File: src/rtl/sd_spi_card_responder.sv
// sd_spi_card_responder
// Behaves like an SD card in SPI mode, seen from the host's side. It receives
// 48-bit command frames and sends back R1, R3 or R7 responses. It also tracks
// the idle/initialisation state of the card through CMD0, CMD55 and ACMD41.
// All SPI pins are oversampled in the clk domain.
module sd_spi_card_responder #(
  parameter int          ACMD41_POLLS = 2,
  parameter int          NCR_BYTES    = 1,
  parameter logic [31:0] OCR          = 32'h40FF8000
) (
  input  logic        clk,
  input  logic        rst,
  input  logic        spi_sclk,
  input  logic        spi_cs_n,
  input  logic        spi_mosi,
  output logic        spi_miso,
  output logic        card_idle,
  output logic        cmd_valid,
  output logic [5:0]  cmd_index,
  output logic [31:0] cmd_arg
);

  typedef enum logic [1:0] {HUNT, CMD, NCR, RESP} state_t;

  localparam logic [6:0] NCR_LAST = 7'(NCR_BYTES * 8 - 1);
  localparam logic [7:0] POLL_MAX = 8'(ACMD41_POLLS);

  state_t      state_q;
  state_t      state_d;

  logic        sclk_s1;
  logic        sclk_s2;
  logic        sclk_d;
  logic        cs_s1;
  logic        cs_s2;
  logic        mosi_s1;
  logic        mosi_s2;
  logic        sclk_rise;
  logic        sclk_fall;

  logic [6:0]  bit_cnt;
  logic [46:0] frame;
  logic [47:0] full_frame;
  logic        frame_done;
  logic [39:0] resp_sr;
  logic [6:0]  resp_len;
  logic        miso_q;
  logic        miso_next;

  logic        idle_q;
  logic        app_q;
  logic [7:0]  poll_q;

  logic [5:0]  dec_idx;
  logic [31:0] dec_arg;
  logic        crc_ok;
  logic        dec_crc_err;
  logic        dec_illegal;
  logic        dec_idle;
  logic        dec_app;
  logic [7:0]  dec_poll;
  logic [7:0]  dec_r1;
  logic [39:0] dec_resp;
  logic [6:0]  dec_len;

  // CRC7 with generator x^7 + x^3 + 1. It is computed MSB first over the
  // start, transmission, index and argument bits.
  function automatic logic [6:0] crc7_calc(input logic [39:0] data);
    logic [6:0] c;
    logic       fb;
    c = 7'h00;
    for (int i = 39; i >= 0; i--) begin
      fb = data[i] ^ c[6];
      c  = {c[5:0], 1'b0};
      if (fb) c = c ^ 7'h09;
    end
    return c;
  endfunction

  // Two-flop synchronizers for the SPI pins, plus a delayed SCLK copy used for edge detection
  always_ff @(posedge clk) begin
    if (rst) begin
      sclk_s1 <= 1'b0;
      sclk_s2 <= 1'b0;
      sclk_d  <= 1'b0;
      cs_s1   <= 1'b1;
      cs_s2   <= 1'b1;
      mosi_s1 <= 1'b1;
      mosi_s2 <= 1'b1;
    end else begin
      sclk_s1 <= spi_sclk;
      sclk_s2 <= sclk_s1;
      sclk_d  <= sclk_s2;
      cs_s1   <= spi_cs_n;
      cs_s2   <= cs_s1;
      mosi_s1 <= spi_mosi;
      mosi_s2 <= mosi_s1;
    end
  end

  assign sclk_rise  = sclk_s2 & ~sclk_d;
  assign sclk_fall  = ~sclk_s2 & sclk_d;
  assign full_frame = {frame, mosi_s2};
  assign frame_done = (state_q == CMD) && !cs_s2 && sclk_rise && (bit_cnt == 7'd47);
  assign dec_idx    = full_frame[45:40];
  assign dec_arg    = full_frame[39:8];
  assign crc_ok     = (crc7_calc(full_frame[47:8]) == full_frame[7:1]) && full_frame[0];

  // Work out the next card state and the response bytes for the frame that is completing
  always_comb begin
    dec_idle    = idle_q;
    dec_poll    = poll_q;
    dec_app     = 1'b0;
    dec_crc_err = 1'b0;
    dec_illegal = 1'b0;
    dec_len     = 7'd8;
    if (((dec_idx == 6'd0) || (dec_idx == 6'd8)) && !crc_ok) begin
      dec_crc_err = 1'b1;
    end else begin
      case (dec_idx)
        6'd0: begin
          dec_idle = 1'b1;
          dec_poll = 8'd0;
        end
        6'd8:  dec_len = 7'd40;
        6'd55: dec_app = 1'b1;
        6'd41: begin
          if (app_q) begin
            if (poll_q < POLL_MAX) dec_poll = poll_q + 8'd1;
            if (dec_poll == POLL_MAX) dec_idle = 1'b0;
          end else begin
            dec_illegal = 1'b1;
          end
        end
        6'd58:   dec_len = 7'd40;
        default: dec_illegal = 1'b1;
      endcase
    end
    dec_r1   = {4'b0000, dec_crc_err, dec_illegal, 1'b0, dec_idle};
    dec_resp = {dec_r1, 32'h0000_0000};
    if (!dec_crc_err) begin
      if (dec_idx == 6'd8)
        dec_resp = {dec_r1, 16'h0000, 4'h0, dec_arg[11:8], dec_arg[7:0]};
      else if (dec_idx == 6'd58)
        dec_resp = {dec_r1, ~dec_idle, OCR[30:0]};
    end
  end

  // State register
  always_ff @(posedge clk) begin
    if (rst) state_q <= HUNT;
    else     state_q <= state_d;
  end

  // Next-state logic. Deselecting the card always returns the machine to HUNT.
  always_comb begin
    state_d = state_q;
    if (cs_s2) begin
      state_d = HUNT;
    end else begin
      case (state_q)
        HUNT:    if (sclk_rise && (bit_cnt == 7'd1) && mosi_s2) state_d = CMD;
        CMD:     if (frame_done) state_d = NCR;
        NCR:     if (sclk_fall && (bit_cnt == NCR_LAST)) state_d = RESP;
        RESP:    if (sclk_fall && (bit_cnt >= resp_len)) state_d = HUNT;
        default: state_d = HUNT;
      endcase
    end
  end

  // MISO value for the next falling-edge slot. It is a response bit only while bits remain, otherwise idle high.
  always_comb begin
    miso_next = 1'b1;
    if ((state_q == RESP) && (bit_cnt < resp_len)) miso_next = resp_sr[39];
  end

  // Bit counting, frame capture, response shifting and card state updates
  always_ff @(posedge clk) begin
    if (rst) begin
      bit_cnt   <= 7'd0;
      frame     <= '0;
      resp_sr   <= '0;
      resp_len  <= 7'd8;
      miso_q    <= 1'b1;
      idle_q    <= 1'b1;
      app_q     <= 1'b0;
      poll_q    <= 8'd0;
      cmd_valid <= 1'b0;
      cmd_index <= 6'd0;
      cmd_arg   <= 32'd0;
    end else begin
      cmd_valid <= 1'b0;
      if (cs_s2) begin
        bit_cnt <= 7'd0;
        miso_q  <= 1'b1;
      end else begin
        if (sclk_fall) miso_q <= miso_next;
        case (state_q)
          HUNT: begin
            if (sclk_rise) begin
              frame <= full_frame[46:0];
              if (bit_cnt == 7'd0) begin
                if (!mosi_s2) bit_cnt <= 7'd1;
              end else begin
                bit_cnt <= mosi_s2 ? 7'd2 : 7'd0;
              end
            end
          end
          CMD: begin
            if (sclk_rise) begin
              frame <= full_frame[46:0];
              if (frame_done) begin
                bit_cnt   <= 7'd0;
                cmd_valid <= 1'b1;
                cmd_index <= dec_idx;
                cmd_arg   <= dec_arg;
                idle_q    <= dec_idle;
                app_q     <= dec_app;
                poll_q    <= dec_poll;
                resp_sr   <= dec_resp;
                resp_len  <= dec_len;
              end else begin
                bit_cnt <= bit_cnt + 7'd1;
              end
            end
          end
          NCR: begin
            if (sclk_fall) bit_cnt <= (bit_cnt == NCR_LAST) ? 7'd0 : bit_cnt + 7'd1;
          end
          RESP: begin
            if (sclk_fall) begin
              if (bit_cnt < resp_len) begin
                resp_sr <= {resp_sr[38:0], 1'b0};
                bit_cnt <= bit_cnt + 7'd1;
              end else begin
                bit_cnt <= 7'd0;
              end
            end
          end
          default: bit_cnt <= 7'd0;
        endcase
      end
    end
  end

  assign card_idle = idle_q;
  assign spi_miso  = miso_q | spi_cs_n;

endmodule

File: config.mk
export PLATFORM = sky130hd
export DESIGN_NAME = sd_spi_card_responder
export DESIGN_NICKNAME = d
export VERILOG_FILES = /design/src/rtl/sd_spi_card_responder.sv
export SDC_FILE = /design/constraint.sdc
export NUM_CORES = 1
export LEC_CHECK = 0
export ABC_AREA = 1
export CAP_MARGIN = 20
export CORE_ASPECT_RATIO = 0.6
export CORE_MARGIN = 2
export CORE_UTILIZATION = 45
export DETAILED_ROUTE_END_ITERATION = 8
export PLACE_DENSITY = 0.69
export SYNTH_ARGS = -nofsm -noshare
export SYNTH_HDL_FRONTEND = slang
export SYNTH_SLANG_ARGS = --single-unit
File: constraint.sdc
create_clock -name clk -period 3.7 [get_ports clk]
set_input_delay 0.74 -clock clk [delete_from_list [all_inputs] [get_ports clk]]
set_output_delay 0.74 -clock clk [all_outputs]
set_load 0.03 [all_outputs]
======== After elaboration in Yosys (flattened, before gate mapping) ========
Cells that the tools add are included.
word-level totals
  bits in registers ....................... 160
  latch bits .............................. 0
  bits in writable memories ............... 0
  memory bits (read-only) ................. 0
  input port bits ......................... 5
  output and inout port bits .............. 41
  logic and storage cells ................. 248
  memories kept ........................... 0
operators by class
  $add $sub $neg .......................... 2
  $mul .................................... 0
  div/mod/pow operators ................... 0
  order comparisons ....................... 3
  eq/ne operators ......................... 23
  shift operators ......................... 0
  multiplexer cells ....................... 84
  bitwise operators ....................... 88
  reductions and logical operators ........ 29
operators by type and width
  kind                                                         number
  two-way mux 4 bit                                            40
  two-way mux 40 bit                                           4
  case mux 40 bit (2 select lines)                             1
  inverter 2 bit                                               39
  two-way mux 32 bit                                           2
  two-way mux 7 bit                                            9
  two-way mux 8 bit                                            5
  two-way mux 36 bit                                           1
  bitwise XOR 1 bit                                            36
  case mux 7 bit (4 select lines)                              1
  == test 6 bit (second input constant)                        3
  != test 2 bit (second input constant)                        9
  case mux 8 bit (2 select lines)                              1
  two-way mux 6 bit                                            2
  logical AND 1 bit                                            10
  two-way mux 1 bit                                            10
  two-way mux 2 bit                                            5
  adder 8 x 1 -> 8 bit (second input constant)                 1
  == test 8 x 2 -> 1 bit (second input constant)               1
  less-than comparator 8 x 2 -> 1 bit (second input constant)  1
  case mux 2 bit (4 select lines)                              1
  AND reduction 4 bit                                          2
  OR reduction 4 bit                                           2
  adder 7 x 1 -> 7 bit (second input constant)                 1
  27 further kinds                                             42

======== Depth between registers and ports, before layout ========
  depth after elaboration ................. 96
  mapped depth ............................ 34
  gate-level depth less buffers ........... 34

======== Worst setup path after synthesis ========
No wires, ideal clock.
  path type ............................... reg-to-reg
  start ................................... register frame[42]
  end ..................................... register poll_q[3]
  library setup time ...................... 128 ps
  arrival time ............................ 2704 ps
  data required time ...................... 3572 ps
  slack ................................... 868 ps
  stages on the path, launching flop included .. 34
  buffers on the path ..................... 1
  clock period less this slack ............ 2832 ps
  cells stage by stage .................... dfxtp_1 -> buf_2 -> inv_2 -> nand2_1 -> nand2_1 -> nand2_2 -> nand2_1 -> nand2_2 -> nand2_2 -> inv_2 -> nand2_1 -> nand2_2 -> nand2_2 -> nand2_1 -> nand2_1 -> nand2_1 -> inv_2 -> nand2_1 -> nand2_2 -> nand3_2 -> nand2_4 -> nand2_1 -> nand2_1 -> nand2_1 -> nand2_1 -> nand2_1 -> nand2_1 -> nand2_1 -> nor2_2 -> nand3_2 -> nand2_4 -> nand2_2 -> o21ai_0 -> nor2_1
on the way
  longest elaborated chain between the ends .. 38
  elaborated cells on any way between the ends .. 100
  classes of those cells .................. eq/ne (4); mux (37); bitwise (52); reduce/logical (7)
RTL lines
  item                                                           RTL line  text
  start, declared                                                42        logic [46:0] frame;
  start signal, assigned                                         201       frame <= full_frame[46:0];
  start signal, assigned                                         211       frame <= full_frame[46:0];
  bitwise XOR 1 bit                                              73        fb = data[i] ^ c[6];
  two-way mux 4 bit                                              75        if (fb) c = c ^ 7'h09;
  two-way mux 4 bit or bitwise XOR 1 bit (tied branches)         75, 73
  two-way mux 4 bit                                              75
  inverter 2 bit (no line) or two-way mux 4 bit (tied branches)  n/a
  two-way mux 4 bit                                              75
  bitwise XOR 1 bit or inverter 2 bit (tied branches)            n/a
  two-way mux 4 bit                                              75
  [22 not listed]                                                n/a
  bitwise XOR 1 bit or inverter 2 bit (tied branches)            n/a
  two-way mux 4 bit                                              75
  == test 7 bit                                                  107       assign crc_ok = (crc7_calc(full_frame[47:8]) == full_frame[7:1]) && full_frame[0];
  logical AND 1 bit                                              107
  zero test 1 bit                                                117       if (((dec_idx == 6'd0) || (dec_idx == 6'd8)) && !crc_ok) begin
  logical AND 1 bit                                              117
  inverter 1 bit (no line)                                       n/a
  AND reduction 7 bit (no line)                                  n/a
  end signal, assigned                                           219       poll_q <= dec_poll;
  end, declared                                                  52        logic [7:0] poll_q;
Parallel ways exist; a longest one is shown, timed or not.
A chain may end at the register's enable or synchronous reset.

======== Worst setup path in the final report ========
  start ................................... register frame[40]
  end ..................................... register resp_sr[4]
on the way
  longest elaborated chain between the ends .. 39
  elaborated cells on any way between the ends .. 94
  classes of those cells .................. eq/ne (2); mux (40); bitwise (47); reduce/logical (5)
RTL lines
  item                                  RTL line  text
  bitwise XOR 1 bit                     73
  two-way mux 4 bit (3 in a row)        75
  inverter 2 bit (no line)              n/a
  two-way mux 4 bit                     75
  bitwise XOR 1 bit                     73
  two-way mux 4 bit (3 in a row)        75
  inverter 2 bit (no line)              n/a
  two-way mux 4 bit                     75
  [19 not listed]                       n/a
  logical AND 1 bit                     107
  zero test 1 bit                       117
  logical AND 1 bit                     117
  two-way mux 1 bit                     117
  two-way mux 36 bit (*)                141       if (!dec_crc_err) begin
  two-way mux 40 bit (*)                212       if (frame_done) begin
  two-way mux 40 bit (*)                210       if (sclk_rise) begin
  case mux 40 bit (2 select lines) (*)  198       case (state_q)
  end signal, assigned                  220       resp_sr <= dec_resp;
  end signal, assigned                  233       resp_sr <= {resp_sr[38:0], 1'b0};
  end, declared                         45        logic [39:0] resp_sr;
Every way passes the cells marked *; elsewhere a longest branch is shown, timed or not. The select of a mux whose other input is x is not followed.

==> run metrics <==
# rows=36; total core area=0.01626 sq mm; status=completed; Period minus WS final=3438 ps; drt initial violations=613; Routed WL per cell=14.05 um; Final GP Congestion=0.8683; DRT Pass-1 Iters=5; share of cells above drive strength 1=14.46%; max-cap violations=0; Highest Clock Rate=0.2909 GHz; drt via density=5.262; pin count of the biggest net entering global routing=113; Startpoint Class=flip-flop; Setup CP Type=reg -> reg; Slew HR=38.17%; Post-Syn Area=0.007488 sq mm; asr flop ratio synth=0%; crit path max fanout=5; Pleak=3.824 nW; worst endpoint data arrival time=3790 ps; die area=0.01772 sq mm; Slowest cell on crit path=dfxtp_4; Worst-Skew Late Latency=420 ps; #FFs+latches synth=154; number of diodes=0; global-route wire length before repair=31190 um; most common cell after layout, fill and taps aside=nand2_1; Final setup viols=0; Max clock buf depth=2; Post-synth top flop=dfxtp_1; H-Tree Depth=4; fillers=1519; Vias=7204; clock-pin slew on the worst setup and hold paths=60 ps; clk sinks=154; Syn. warnings=0; Worst Tran Pin Value=925.2 ps; final hold violations=0; HPWL Detailed=12590 um; buffers added on ports=45; Root Driver=clkbuf_16; flop2flop setup slack=260 ps; Sum Neg Setup Slack=0 ps; FF/Latch Area=0.003112 sq mm; Total GRT Usage=21.49%; cell count after synthesis=1101; commonest cells after routing, fill and taps aside=nand2_1 (217), a21oi_1 (159), dfxtp_1 (143); die width=170.5 um; Worst Path Required=4050 ps; max-slew violation count=0; Die Span Y=103.9 um; vias in the first global route=6185; initial antenna violation count=0; Clock Skews=10.91 ps; Seq/Total Area, Yosys=41.17%; nets=1142; Multi-input gate area=0.003989 sq mm; Num CTS Buffers=17; pwr dens=488.5 mW/mm^2; DP Worst Slack=228.0 ps; syn_nets=1115; Setup WS post-layout=262.2 ps; Initial Util=46.05%; period utilisation layout=92.91%; Worst VDD drop=0.0002738 V; Fin Hold WS=405.1 ps; Crit. End Element=flip-flop; Top Ports=46; cell mode on critical path=nand2_1; Final Non-Filler Cells=1369; slowest stage delay, CP=360 ps; DRT Wirelength=19230 um; Placed Cells=1333; post-route DRC violation count=0; Min-Delay Path Class=reg -> reg; Final ANT Viol Nets=0; CTS tree=built; Area Growth Syn to Fin=20.20%; Avg Cell Area, Syn=6.801 sq um; Congestion Overflow GR=0; Yosys cell types=36; Post-synth EDFFs=0
[timing repair]
| item | 4_1_cts | 5_1_grt |
|---|---|---|
| buffers inserted | 0 | 2 |
| gates resized for setup | 0 | 75 |
| setup endpoints to repair | 0 | 25 |
| hold buffers | 0 | 0 |
[per-layer routing]
| layer | track usage (%) | up-vias | part of all wire [%] |
|---|---|---|---|
| li1 | - | 3690 | - |
| met2 | 27.10 | 249 | 38 |
| met4 | 4.640 | 2 | 0.95 |
| met3 | 4.224 | 19 | 7.4 |
| met5 | 0 | - | 0.39 |
| met1 | 36.04 | 3244 | 53 |
[through the flow]
| stage | instance area, sq um | power [mW] | utilization (%) |
|---|---|---|---|
| floorplan | 7488 | 2.275 | - |
| global placement | 8097 | 2.390 | 49.79 |
| detailed placement | 8097 | 2.400 | 49.79 |
| CTS | 8731 | 4.280 | 53.69 |
| global route | 9001 | 4.587 | 55.36 |
| finish | 9001 | 4.397 | 55.36 |
[path summary, 6_finish.rpt]
check,cells after the start,end,from
worst max-delay path,32,resp_sr[4],frame[40]
worst min-delay path,2,sclk_s2,sclk_s1
worst max register to register,32,resp_sr[4],frame[40]
worst min register to register,2,sclk_s2,sclk_s1
[worst max-delay path: cells and delay by family (launching register included)]
kind            cells  cell delay (ps)
simple gates       25             2420
flops               1              360
buf+inv             6              440
compound gates      1              160
[cells by family (layout without fill, tap and decap cells)]
| logic type | after synthesis | in the layout | share of synthesized area (%) |
|---|---|---|---|
| buffers and inverters | 168 | 206 | 8.655 |
| AO/OA/AOI/OAI | 292 | 292 | 20.00 |
| adder cells (fa/ha/maj) | 9 | 9 | 1.504 |
| XOR/XNOR | 5 | 5 | 0.5848 |
| flip-flops | 154 | 154 | 41.17 |
| AND/OR/NAND/NOR | 473 | 475 | 28.09 |
[sequential cells by signal (all words and copies together), names as in the netlist, 2 cells and up]
signal / count
bit_cnt: 7
poll_q: 8
resp_sr: 40
frame: 47
cmd_index: 6
cmd_arg: 32
state_q: 2
[area by class of cell]
cell class | count | area share, %
clock inverters | 13 | 2.127
multi-input cells | 781 | 44.31
inverters | 120 | 5.004
clock buffers | 19 | 4.921
flip-flops and latches | 154 | 34.57
well taps | 228 | 3.169
repair buffers | 54 | 5.894
[cells in the mapped netlist (3+ instances only)]
cell type	number	area share [%]
nand2_4	3	0.45
nand2_1	245	12
buf_1	3	0.15
a221oi_1	4	0.47
nand4_1	11	0.92
inv_1	96	4.8
nor4_1	7	0.58
clkbuf_1	41	2.1
a21oi_1	160	11
nor2_1	67	3.4
inv_2	19	0.95
nand2_2	28	2.3
or2_2	6	0.50
nand3_2	6	0.80
ha_1	9	1.5
dfxtp_1	154	41
nor3_1	23	1.5
clkinv_1	5	0.25
nand3_1	72	4.8
xor2_1	4	0.47
o21ai_0	119	8.0
[power breakdown]
group,internal (mW),switching (mW),total (mW)
Clock,1.16,0.739,1.90
Combinational,0.265,0.562,0.827
Sequential,1.66,0.00986,1.67
Total,3.09,1.31,4.40
No activity file was read; power rests on OpenSTA's default activity.
